**src/rtl/wave_param_ctrl.sv**
```systemverilog
// rtl/wave_param_ctrl.sv - button-driven waveform/frequency/amplitude settings with valid/ready commit
module wave_param_ctrl #(
    parameter int unsigned              FREQ_W     = 32,
    parameter logic [FREQ_W-1:0]        FREQ_MIN   = FREQ_W'(32'd1),
    parameter logic [FREQ_W-1:0]        FREQ_MAX   = FREQ_W'(32'h0FFF_FFFF),
    parameter logic [FREQ_W-1:0]        FREQ_DEF   = FREQ_W'(32'd42950),
    parameter logic [FREQ_W-1:0]        FREQ_STEP  = FREQ_W'(32'd43),
    parameter int unsigned              STEP_SHIFT = 3,
    parameter int unsigned              AMP_W      = 8,
    parameter logic [AMP_W-1:0]         AMP_DEF    = AMP_W'(8'd128),
    parameter logic [AMP_W-1:0]         AMP_STEP   = AMP_W'(8'd16)
) (
    input  logic              clk,
    input  logic              rst_n,
    input  logic              btn_mode_p,
    input  logic              btn_step_p,
    input  logic              btn_up_p,
    input  logic              btn_down_p,
    input  logic              upd_ready,
    output logic              upd_valid,
    output logic [1:0]        wave_sel,
    output logic [FREQ_W-1:0] freq_word,
    output logic [AMP_W-1:0]  amplitude,
    output logic [2:0]        field_sel,
    output logic [1:0]        step_idx
);

    localparam logic [2:0] FIELD_WAVE = 3'b001;
    localparam logic [2:0] FIELD_FREQ = 3'b010;
    localparam logic [2:0] FIELD_AMP  = 3'b100;

    typedef enum logic {S_IDLE, S_WAIT} state_t;

    state_t            state_q;
    logic              dirty_q;
    logic              valid_q;
    logic [1:0]        wave_out_q;
    logic [FREQ_W-1:0] freq_out_q;
    logic [AMP_W-1:0]  amp_out_q;

    logic [1:0]        wave_w_q, wave_w_d;
    logic [FREQ_W-1:0] freq_w_q, freq_w_d;
    logic [AMP_W-1:0]  amp_w_q,  amp_w_d;
    logic [2:0]        field_q,  field_d;
    logic [1:0]        step_q,   step_d;

    logic              edit_en, edit_up, edit_dn;
    logic              load_out;
    logic [FREQ_W:0]   step_amt, freq_ext, freq_sum;
    logic [FREQ_W-1:0] freq_inc, freq_dec;
    logic [AMP_W:0]    amp_sum;
    logic [AMP_W-1:0]  amp_inc, amp_dec;

    // Mode beats step beats up/down; simultaneous up+down cancel.
    assign edit_en = ~btn_mode_p & ~btn_step_p & (btn_up_p ^ btn_down_p);
    assign edit_up = edit_en & btn_up_p;
    assign edit_dn = edit_en & btn_down_p;

    // Saturation compares are done one bit wider so neither bound can wrap.
    assign step_amt = {1'b0, FREQ_STEP} << (STEP_SHIFT * step_q);
    assign freq_ext = {1'b0, freq_w_q};
    assign freq_sum = freq_ext + step_amt;
    assign freq_inc = (freq_sum > {1'b0, FREQ_MAX}) ? FREQ_MAX : freq_sum[FREQ_W-1:0];
    assign freq_dec = (freq_ext < ({1'b0, FREQ_MIN} + step_amt)) ? FREQ_MIN
                                                                 : (freq_w_q - step_amt[FREQ_W-1:0]);

    assign amp_sum = {1'b0, amp_w_q} + {1'b0, AMP_STEP};
    assign amp_inc = amp_sum[AMP_W] ? {AMP_W{1'b1}} : amp_sum[AMP_W-1:0];
    assign amp_dec = (amp_w_q < AMP_STEP) ? {AMP_W{1'b0}} : (amp_w_q - AMP_STEP);

    always_comb begin
        wave_w_d = wave_w_q;
        freq_w_d = freq_w_q;
        amp_w_d  = amp_w_q;
        field_d  = field_q;
        step_d   = step_q;
        if (btn_mode_p) begin
            field_d = {field_q[1:0], field_q[2]};
        end else if (btn_step_p) begin
            step_d = step_q + 2'd1;
        end else if (edit_en) begin
            case (field_q)
                FIELD_WAVE: wave_w_d = edit_up ? (wave_w_q + 2'd1) : (wave_w_q - 2'd1);
                FIELD_FREQ: freq_w_d = edit_up ? freq_inc : freq_dec;
                FIELD_AMP:  amp_w_d  = edit_up ? amp_inc  : amp_dec;
                default:    ;
            endcase
        end
    end

    // Outputs are reloaded from the pre-edit working copy; a same-edge edit
    // re-arms dirty so it rides on the next copy.
    assign load_out = dirty_q & ((state_q == S_IDLE) | (valid_q & upd_ready));

    always_ff @(posedge clk or negedge rst_n) begin
        if (!rst_n) begin
            state_q    <= S_IDLE;
            dirty_q    <= 1'b1;
            valid_q    <= 1'b0;
            wave_out_q <= 2'd0;
            freq_out_q <= FREQ_DEF;
            amp_out_q  <= AMP_DEF;
            wave_w_q   <= 2'd0;
            freq_w_q   <= FREQ_DEF;
            amp_w_q    <= AMP_DEF;
            field_q    <= FIELD_WAVE;
            step_q     <= 2'd0;
        end else begin
            wave_w_q <= wave_w_d;
            freq_w_q <= freq_w_d;
            amp_w_q  <= amp_w_d;
            field_q  <= field_d;
            step_q   <= step_d;
            dirty_q  <= edit_en | (dirty_q & ~load_out);
            if (load_out) begin
                wave_out_q <= wave_w_q;
                freq_out_q <= freq_w_q;
                amp_out_q  <= amp_w_q;
            end
            case (state_q)
                S_IDLE: begin
                    if (dirty_q) begin
                        valid_q <= 1'b1;
                        state_q <= S_WAIT;
                    end
                end
                S_WAIT: begin
                    if (upd_ready && !dirty_q) begin
                        valid_q <= 1'b0;
                        state_q <= S_IDLE;
                    end
                end
                default: begin
                    valid_q <= 1'b0;
                    state_q <= S_IDLE;
                end
            endcase
        end
    end

    assign upd_valid = valid_q;
    assign wave_sel  = wave_out_q;
    assign freq_word = freq_out_q;
    assign amplitude = amp_out_q;
    assign field_sel = field_q;
    assign step_idx  = step_q;

endmodule

```
**config.mk**
```make
export PLATFORM = sky130hd
export DESIGN_NAME = wave_param_ctrl
export DESIGN_NICKNAME = d
export VERILOG_FILES = /design/src/rtl/wave_param_ctrl.sv
export SDC_FILE = /design/constraint.sdc
export NUM_CORES = 1
export LEC_CHECK = 0
export BUFFER_PORTS_ARGS = -buffer_cell sky130_fd_sc_hd__buf_2
export CORE_MARGIN = 3
export CORE_UTILIZATION = 56
export DETAILED_ROUTE_END_ITERATION = 8
export PLACE_DENSITY = 0.74
export SLEW_MARGIN = 20
export SYNTH_ARGS = -nofsm -noshare
export SYNTH_HDL_FRONTEND = slang
export SYNTH_SLANG_ARGS = --single-unit
```
**constraint.sdc**
```tcl
create_clock -name clk -period 3.9 [get_ports clk]
set_clock_uncertainty 0.05 [all_clocks]
set_input_delay 0.585 -clock clk [delete_from_list [all_inputs] [get_ports clk]]
set_output_delay 0.585 -clock clk [all_outputs]
set_load 0.05 [all_outputs]
```
==> run metrics, run 1 <==
status=finished clean; crit path max fanout=10; synth warn=0; Via-to-Cell Ratio=6.50; hold violation count in the final report=0; min-delay worst type=input port to async pin; Final #Nets=983; worst skew pair latency=0.36 ns; met1 Resource Use GR=0.410; root buf cell=clkbuf_16; Peak supply drop=0.414 mV; HPWL after DPL=16000 um; first-pass GRT wire length=35000 um; Final Cycle Share=0.988; global route hottest layer=met2; CTS Sinks=86; Final Setup Violations=0; synthesized area per cell=8.75 um^2; Hold WS=0.322 ns; drt first-iter violations=709; die footprint=0.0139 mm^2; GP Congestion=1.05; largest net degree at the start of global routing=77; Ports=55; # fillers=959; Rel. slew slack=0.311; Antenna Nets Post-Route=0; fmax=260 MHz; CTS buffer count=9; placed cell count=1058; Overall Power=3.73 mW; number of synthesized register bits=86; height of the die=118 um; # diodes=0; Final Critical Period=3.85 ns; Seq/Total Area, Yosys=0.310; total gr overflow=0; Finished Layout Cells=1085; Fin Setup TNS=0 ns; Post-synth EDFFs=0; critical path type=register to register; Clk pin slew, worst setup/hold paths=0.07 ns; Critical Path Max Stage Delay=0.48 ns; leading area contributor after synthesis=dfrtp_1; Crit path required time=4.10 ns; WL final=22200 um; RSZ-0062 raised after global routing=yes; synth unique cells=87; Syn Std Cell Area=0.00702 mm^2; CTS tree=yes; Initial DRT Pass Iterations=6; max-slew violations=0; P_leak=4.02 nW; number of hold buffers added after cts=0; core area=0.0121 mm^2; area share of the largest cell type after synthesis=0.228; vias in the first global route=6620; Area growth, synth to finish=21.1%; PD cells=438 mW/mm^2; startpoint types=register; met3 Use GR=0.0639; Slowest cell on crit path=a2111o_1; gr usage total=0.311; most frequent cell after synthesis=a21oi_1; Horiz. Die Dim=118 um; critical path endpoint category=register; Post-synth ARST share=1.00; antenna violations before repair=0; deepest level of the CTS H-tree=3; grt met2 use=0.499; Starting Density=0.580; share of layout cells above drive strength 1=0.301; cells after synthesis=803; top cells by area, synth=dfrtp_1 23%, ha_1 11%, dfstp_2 8.2%; CP cell instances=inv_4 > ha_4 > inv_2 > buf_4 > ha_1 > buf_4 > nor2b_1 > o21ai_0 > o211a_4 > o211ai_4 > nor4b_2 > o32a_1 > a2111o_1 > o31ai_4 > buf_6 > a31oi_1 > o21a_1; CP arrival=4.05 ns; synth cell count leaders=67 x a21oi_1, 64 x dfrtp_1, 63 x ha_1, 63 x nor2_1, 62 x nand2_1; Max Cap Viol=0; slew at the pin with the worst max-slew slack=1.03 ns; vias=7048; drt drc=0; Clock Tree Buf Depth=2; Top cell by count, worst path=buf_4; Port Buf Inserts=54; Synth Flop Type=dfrtp_1; FP Rows=40; Routed wire per std cell=20.4 um
[cell type report]
type | instances | area (um^2) | share of cell area
clock buffers | 10 | 229 | 0.0269
clock inverters | 6 | 75.1 | 0.00883
inverters | 44 | 170 | 0.0200
multi-input cells | 628 | 4660 | 0.548
flip-flops and latches | 86 | 2180 | 0.257
well taps | 168 | 210 | 0.0247
repair buffers | 143 | 976 | 0.115
[sequential cells by signal (all words and copies together) (netlist names)]
| register | count |
|---|---|
| field_sel | 3 |
| state_q | 1 |
| step_idx | 2 |
| dirty_q | 1 |
| wave_sel | 2 |
| amplitude | 5 |
| wave_w_q | 2 |
| amp_w_q | 5 |
| freq_w_q | 32 |
| upd_valid | 1 |
| freq_word | 32 |
[layout by cell type, fill, tap and decap left out, types with 9 or more instances in the layout]
cell type	instances
buf_4	83
a21o_1	12
and3_1	9
dfstp_2	22
nand2_1	58
inv_1	40
clkbuf_16	9
o22a_1	13
mux2_2	33
a21oi_1	64
ha_1	51
nor3_1	14
nor2b_1	9
nor2_1	63
o22ai_1	9
buf_2	53
nand3_1	21
xnor2_1	15
nand2b_1	10
o21ai_0	50
a31oi_1	9
dfrtp_1	62
[metal layers]
layer  vias up  wire length [um]
li1       3184                 -
met1      3365              9160
met2       411             10200
met3        88              1870
met4         0               968
met5         -                 0
[report_power, final]
part / switching [mW] / internal, mW / total [mW]
clock: 0.404 / 0.509 / 0.913
sequential: 0.0387 / 0.930 / 0.968
combinational: 1.10 / 0.745 / 1.84
total: 1.54 / 2.18 / 3.73
[path summary, 6_finish.rpt]
kind / startpoint / to / slack [ns] / cells after the start
min in group clk: freq_word[28] / freq_word[28] / 0.43 / 2
min: rst_n / freq_word[25] / 0.32 / 1
min reg2reg: freq_word[28] / freq_word[28] / 0.43 / 2
max in group asynchronous: rst_n / freq_word[10] / 2.66 / 2
max reg2reg: step_idx[1] / freq_w_q[27] / 0.05 / 17
max: step_idx[1] / freq_w_q[27] / 0.05 / 17
[metrics by stage]
stage / setup WS (ns) / util / instance area (um^2)
global placement: 0.0224 / 0.653 / 7910
global route: -0.114 / 0.702 / 8500
detailed placement: -0.0481 / 0.653 / 7910
floorplan: 0.0292 / - / 7030
finish: 0.0470 / 0.702 / 8500
CTS: 0.0159 / 0.681 / 8250
[critical path: cells and delay by family, from the launching register on]
| kind | cells | cell delay [ns] |
|---|---|---|
| AOI/OAI and AO/OA | 8 | 1.82 |
| adders and majority gates | 2 | 0.45 |
| buffers and inverters | 5 | 0.66 |
| DFF | 1 | 0.47 |
| and+or+nand+nor | 2 | 0.27 |
[cell families after synthesis]
logic type,synth area share
compound gates,0.260
simple gates,0.178
buf+inv,0.0534
flops,0.310
fa+ha+maj,0.115
mux,0.0558
xor+xnor,0.0262
other cells,0.000534
[what timing repair did]
item	CTS	global route
gates cloned	0	0
gates resized for setup	4	44
buffers inserted	3	8
endpoints found under the setup margin	14	31
pin swaps	1	18
(Power assumes the default switching activity.)
==> run 2: changes to the inputs <==
--- a/config.mk
+++ b/config.mk
@@ -5,11 +5,12 @@
 export SDC_FILE = /design/constraint.sdc
 export NUM_CORES = 1
 export LEC_CHECK = 0
+export ABC_AREA = 1
 export BUFFER_PORTS_ARGS = -buffer_cell sky130_fd_sc_hd__buf_2
 export CORE_MARGIN = 3
-export CORE_UTILIZATION = 56
+export CORE_UTILIZATION = 40
 export DETAILED_ROUTE_END_ITERATION = 8
-export PLACE_DENSITY = 0.74
+export PLACE_DENSITY = 0.55
 export SLEW_MARGIN = 20
 export SYNTH_ARGS = -nofsm -noshare
 export SYNTH_HDL_FRONTEND = slang
==> run 2 against run 1 <==
Against the previous run:
- register-to-register slack improved by 0.38 ns
- critical path depth increased by 3
- count of clock-buffer cells in the layout increased by 1
- maximum frequency increased by 11%
- area after synthesis increased by 8.3%
- global-route usage decreased by 7.7 points
- non-clock buffer count decreased by 70
- core utilization decreased by 24 points
- critical endpoint is now freq_w_q[16]
- largest cell class unchanged
==> run metrics, run 2 <==
Antenna Nets Post-Route=0 (unchanged); Top cell by count, worst path=nand2_1 (was buf_4); CTS buffer count=9 (unchanged); Placed Area=0.00816 mm^2 (was 0.00791 mm^2); first-pass GRT wire length=37500 um (was 35000 um); Clk pin slew, worst setup/hold paths=0.07 ns (about the same); min-delay worst type=input port to async pin (unchanged); vias=7412 (was 7048); status=finished clean (unchanged); GP Congestion=0.941 (was 1.05); number of hold buffers added after cts=0 (unchanged); R2R depth=20 (was 17); RSZ-0062 raised after global routing=no (was yes); CTS tree=yes (unchanged); Ports=55 (unchanged); synthesized area per cell=6.72 um^2 (was 8.75 um^2); top cells by area, synth=dfrtp_1 21%, nand2_1 15%, ha_1 10% (was dfrtp_1 23%, ha_1 11%, dfstp_2 8.2%); Post-Synth Adder-Cell Area=0.106 (was 0.115); Synth Flop Type=dfrtp_1 (unchanged); critical path type=register to register (unchanged); total gr overflow=0 (unchanged); height of the die=144 um (was 118 um); Post-synth EDFFs=0 (unchanged); largest family of logic cells by synthesized area=simple AND/OR/NAND/NOR gates (was compound AO/OA/AOI/OAI gates); core area=0.0183 mm^2 (was 0.0121 mm^2); Horiz. Die Dim=144 um (was 118 um); crit-path leading delay family=simple AND/OR/NAND/NOR gates (was compound AO/OA/AOI/OAI gates); Routed wire per std cell=16.6 um (was 20.4 um); Initial DRT Pass Iterations=6 (unchanged); Finished Layout Cells=1418 (was 1085); Fin Setup TNS=0 ns (unchanged); crit path max fanout=27 (was 10); drt drc=0 (unchanged); commonest non-fill, non-tap cell in the layout=nand2_1 (was buf_4); CP arrival=3.67 ns (was 4.05 ns); hold violation count in the final report=0 (unchanged); Compound-Gate Fraction of Synth Area=0.125 (was 0.260); # fillers=1960 (was 959); max-slew violations=0 (unchanged); largest net degree at the start of global routing=61 (was 77); leading area contributor after synthesis=dfrtp_1 (unchanged); # resized after CTS=0 (was 4); area share of the largest cell type after synthesis=0.211 (was 0.228); root buf cell=clkbuf_16 (unchanged); simple logic cell fraction of the synthesized area=0.321 (was 0.178); critical path endpoint category=register (unchanged); synth cell count leaders=313 x nand2_1, 155 x inv_1, 90 x nor2_1 (was 67 x a21oi_1, 64 x dfrtp_1, 63 x ha_1, 63 x nor2_1, 62 x nand2_1); Area growth, synth to finish=11.5% (was 21.1%); placed cell count=1402 (was 1058); Clock Tree Buf Depth=2 (unchanged); Reg-to-Reg Start=step_idx[1] (unchanged); share of layout cells above drive strength 1=0.129 (was 0.301); Via-to-Cell Ratio=5.23 (was 6.50); Reg2Reg Setup Slack=0.42 ns (was 0.05 ns); FP Rows=49 (was 40); synth unique cells=53 (was 87); antenna violations before repair=0 (unchanged); number of synthesized register bits=86 (unchanged); synth warn=0 (unchanged); r2r endpoint=freq_w_q[16] (was freq_w_q[27]); Critical Path Max Stage Delay=0.53 ns (was 0.48 ns); most frequent cell after synthesis=nand2_1 (was a21oi_1); Port Buf Inserts=54 (unchanged); Rel. slew slack=0.463 (was 0.311); Final Cycle Share=0.892 (was 0.988); vias in the first global route=6944 (was 6620); # diodes=0 (unchanged); post-synthesis mux area share=0.0104 (was 0.0558); cells after synthesis=1132 (was 803); gr usage total=0.234 (was 0.311); Final Critical Period=3.48 ns (was 3.85 ns); Post-synth ARST share=1.00 (unchanged); setup bufs post-CTS=0 (was 3); Max Cap Viol=0 (unchanged); Worst Slack Setup Final=0.423 ns (was 0.0470 ns); WP buf/inv=2 (was 5); slew at the pin with the worst max-slew slack=0.806 ns (was 1.03 ns); Crit path required time=4.10 ns (about the same); Seq/Total Area, Yosys=0.287 (was 0.310); Final #Nets=1255 (was 983); Syn Std Cell Area=0.00760 mm^2 (was 0.00702 mm^2); deepest level of the CTS H-tree=3 (unchanged); fmax=288 MHz (was 260 MHz); worst skew pair latency=0.36 ns (about the same); startpoint types=register (unchanged); Final Setup Violations=0 (unchanged); HPWL after DPL=18800 um (was 16000 um); Worst Setup SP=step_idx[1] (unchanged); Final Cell Area=0.00848 mm^2 (was 0.00850 mm^2); WL final=23500 um (was 22200 um); Slowest cell on crit path=dfrtp_1 (was a2111o_1); die footprint=0.0207 mm^2 (was 0.0139 mm^2); Place WS=0.250 ns (was -0.0481 ns); drt first-iter violations=551 (was 709); most frequent cells in the layout=312 x nand2_1, 154 x inv_1, 90 x nor2_1, 83 x nand3_1, 73 x o21ai_0 (was 83 x buf_4, 64 x a21oi_1, 63 x nor2_1, 62 x dfrtp_1, 58 x nand2_1); CP cell instances=inv_2 > ha_2 > nand2_1 > ha_1 > nor2_2 > nand2_1 > nor2_1 > nand3_1 > nand2_1 > nand2_1 > nand2_1 > nand2_1 > nand2_1 > nand2_1 > nor2_4 > nand2_4 > nand2_8 > nand3_1 > nand2_1 > inv_1 (was inv_4 > ha_4 > inv_2 > buf_4 > ha_1 > buf_4 > nor2b_1 > o21ai_0 > o211a_4 > o211ai_4 > nor4b_2 > o32a_1 > a2111o_1 > o31ai_4 > buf_6 > a31oi_1 > o21a_1); CTS Sinks=86 (unchanged); Starting Density=0.415 (was 0.580); Synth Area in XOR/XNOR=0.0415 (was 0.0262)
[run 2: area by class of cell]
| class | count | area (um^2) | share of cell area |
|---|---|---|---|
| Timing Repair Buffer | 73 | 440 | 0.0519 |
| Clock inverter | 5 | 82.6 | 0.00974 |
| Multi-Input combinational cell | 842 | 4610 | 0.544 |
| Tap cell | 229 | 287 | 0.0338 |
| Clock buffer | 11 | 233 | 0.0274 |
| Inverter | 172 | 646 | 0.0762 |
| Sequential cell | 86 | 2180 | 0.257 |
[run 2: cells by family (layout without fill, tap and decap cells)]
| logic type | after synthesis | in the layout |
|---|---|---|
| simple gates | 559 | 559 |
| mux | 7 | 7 |
| fa+ha+maj | 64 | 64 |
| xor+xnor | 36 | 36 |
| compound gates | 174 | 174 |
| flops | 86 | 86 |
| buf+inv | 205 | 261 |
| other cells | 1 | 2 |
[run 2: worst max path at each step]
stage | slack [ns] | endpoint | cells past startpoint
3_5_place_dp | 0.25 | freq_w_q[16] | 20
6_report | 0.42 | freq_w_q[16] | 20
5_1_grt | 0.08 | freq_w_q[16] | 21
3_3_place_gp | 0.25 | freq_w_q[24] | 21
4_1_cts | 0.23 | freq_w_q[16] | 20
2_1_floorplan | 0.53 | freq_w_q[24] | 25
[run 2: through the flow]
| step | util | hold slack [ns] |
|---|---|---|
| 2_1_floorplan | - | 0.239 |
| 3_3_place_gp | 0.445 | 0.411 |
| 3_5_place_dp | 0.445 | 0.420 |
| 4_1_cts | 0.462 | 0.296 |
| 5_1_grt | 0.462 | 0.324 |
| 6_report | 0.462 | 0.270 |
[run 2: routing by layer]
layer	routed length, um	global-route usage	vias up	part of all wire
li1	-	-	3731	-
met1	11600	0.348	3393	0.49
met2	9740	0.347	267	0.42
met3	1910	0.0506	21	0.081
met4	259	0.0481	0	0.011
met5	0	0	-	0
Power of run 2 is left out: the tool's default activity adds up to more than one toggle a clock period on the data nets, which glitch-free logic cannot reach.
==> run 3: changes to the inputs <==
==> constraint.sdc (replaced) <==
create_clock -name clk -period 3.9 [get_ports clk]
set_clock_uncertainty 0.05 [all_clocks]
set_input_delay 0.195 -clock clk [delete_from_list [all_inputs] [get_ports clk]]
set_output_delay 0.195 -clock clk [all_outputs]
set_load 0.05 [all_outputs]
==> run 3 against run 2 <==
Against the previous run:
- core utilization is 0.29 points higher
- maximum frequency is 1.2% lower
- sequential share of layout area is 0.16 points lower
==> run metrics, run 3 (same netlist as run 2, synthesis figures left out) <==
total gr overflow=0 (unchanged); Max Cap Viol=0 (unchanged); deepest level of the CTS H-tree=3 (unchanged); CP cell instances=inv_2 > ha_2 > nand2_1 > ha_2 > inv_1 > nand2_1 > nand2_1 > nand2_1 > nand3_1 > inv_1 > o21ai_0 > nand2_1 > nand3_1 > nand2_1 > nand2_1 > nor2_4 > nand2_4 > nand2_8 > nand3b_1 > nand2_1 > inv_1 (was inv_2 > ha_2 > nand2_1 > ha_1 > nor2_2 > nand2_1 > nor2_1 > nand3_1 > nand2_1 > nand2_1 > nand2_1 > nand2_1 > nand2_1 > nand2_1 > nor2_4 > nand2_4 > nand2_8 > nand3_1 > nand2_1 > inv_1); Final Cell Area=0.00853 mm^2 (was 0.00848 mm^2); Fin Setup TNS=0 ns (unchanged); Crit path required time=4.10 ns (about the same); Final Cycle Share=0.902 (was 0.892); critical path type=register to register (unchanged); GP Congestion=0.936 (was 0.941); Port Buf Inserts=54 (unchanged); Critical Path Max Stage Delay=0.50 ns (was 0.53 ns); critical path endpoint category=register (unchanged); FP Rows=49 (unchanged); worst skew pair latency=0.36 ns (about the same); Final #Nets=1260 (was 1255); vias=7505 (was 7412); height of the die=144 um (unchanged); largest net degree at the start of global routing=62 (was 61); Slowest cell on crit path=dfrtp_1 (unchanged); gr usage total=0.238 (was 0.234); Clk pin slew, worst setup/hold paths=0.07 ns (about the same); share of layout cells above drive strength 1=0.135 (was 0.129); status=finished clean (unchanged); WL final=24100 um (was 23500 um); Top cell by count, worst path=nand2_1 (unchanged); first-pass GRT wire length=38300 um (was 37500 um); Clock Tree Buf Depth=2 (unchanged); vias in the first global route=6983 (was 6944); Ports=55 (unchanged); Horiz. Die Dim=144 um (unchanged); Placed Area=0.00817 mm^2 (was 0.00816 mm^2); Final Critical Period=3.52 ns (was 3.48 ns); setup bufs post-CTS=0 (unchanged); core area=0.0183 mm^2 (unchanged); root buf cell=clkbuf_16 (unchanged); CTS tree=yes (unchanged); CTS Sinks=86 (unchanged); Antenna Nets Post-Route=0 (unchanged); # fillers=1901 (was 1960); min-delay worst type=input port to register (was input port to async pin); most frequent cells in the layout=312 x nand2_1, 154 x inv_1, 90 x nor2_1, 83 x nand3_1, 73 x o21ai_0 (unchanged); Starting Density=0.415 (unchanged); Seq. cell area=0.00218 mm^2 (unchanged); crit path max fanout=27 (unchanged); startpoint types=register (unchanged); crit-path leading delay family=simple AND/OR/NAND/NOR gates (unchanged); Rel. slew slack=0.302 (was 0.463); Via-to-Cell Ratio=5.27 (was 5.23); Routed wire per std cell=16.9 um (was 16.6 um); Initial DRT Pass Iterations=5 (was 6); drt drc=0 (unchanged); HPWL after DPL=18500 um (was 18800 um); max-slew violations=0 (unchanged); Area growth, synth to finish=12.2% (was 11.5%); CP arrival=3.72 ns (was 3.67 ns); RSZ-0062 raised after global routing=no (unchanged); CTS buffer count=9 (unchanged); slew at the pin with the worst max-slew slack=1.05 ns (was 0.806 ns); antenna violations before repair=0 (unchanged); # diodes=0 (unchanged); commonest non-fill, non-tap cell in the layout=nand2_1 (unchanged); fmax=284 MHz (was 288 MHz); WP buf/inv=4 (was 2); die footprint=0.0207 mm^2 (unchanged); drt first-iter violations=563 (was 551); multi-input logic area=0.00462 mm^2 (was 0.00461 mm^2); hold violation count in the final report=0 (unchanged); Final Setup Violations=0 (unchanged); Core Util, Final=0.465 (was 0.462)
-- run 3: cell types whose count changed in the layout (fill, tap and decap cells not counted) --
| cell | change |
|---|---|
| clkbuf_1 | -2 |
| ha_1 | -3 |
| inv_6 | +1 |
| clkbuf_8 | +1 |
| buf_4 | +4 |
| buf_12 | -1 |
| dlygate4sd3_1 | +2 |
| ha_2 | +3 |
-- run 3: metrics by stage --
step,std cells,hold slack [ns],worst slack [ns]
finish,1423,0.0322,0.381
global route,1423,0.0547,0.0438
CTS,1423,0.0287,0.166
detailed placement,1405,0.293,0.221
global placement,1405,0.286,0.272
floorplan,1133,-0.151,0.526
-- run 3: path summary, 6_finish.rpt --
path | start | to | slack, ns | cells past startpoint
setup / recovery | step_idx[1] | freq_w_q[18] | 0.38 | 21
hold / removal | btn_mode_p | field_sel[0] | 0.03 | 2
setup reg to reg | step_idx[1] | freq_w_q[18] | 0.38 | 21
hold reg to reg | freq_word[27] | freq_word[27] | 0.43 | 2
max in group asynchronous | rst_n | freq_w_q[13] | 2.47 | 3
min in group asynchronous | rst_n | freq_word[4] | 0.41 | 2
-- run 3: area by class of cell --
type	count	area share
clock buffer	10	0.0280
inverter	172	0.0757
timing repair buffer	78	0.0551
sequential	86	0.256
tap	229	0.0336
multi-input combinational	842	0.541
clock inverter	6	0.0107
-- run 3: layer usage --
layer	vias up	wire, um	track usage
met5	-	0	0
met1	3455	12100	0.369
met3	30	1760	0.0389
li1	3743	-	-
met4	0	349	0.0545
met2	277	9800	0.344
-- run 3: repair_timing --
| item | 4_1_cts | 5_1_grt |
|---|---|---|
| resized for setup | 0 | 5 |
| hold endpoints to repair | 52 | 0 |
| endpoints found under the setup margin | 0 | 28 |
| hold buffers | 2 | 0 |
Power of run 3 is left out for the same reason.
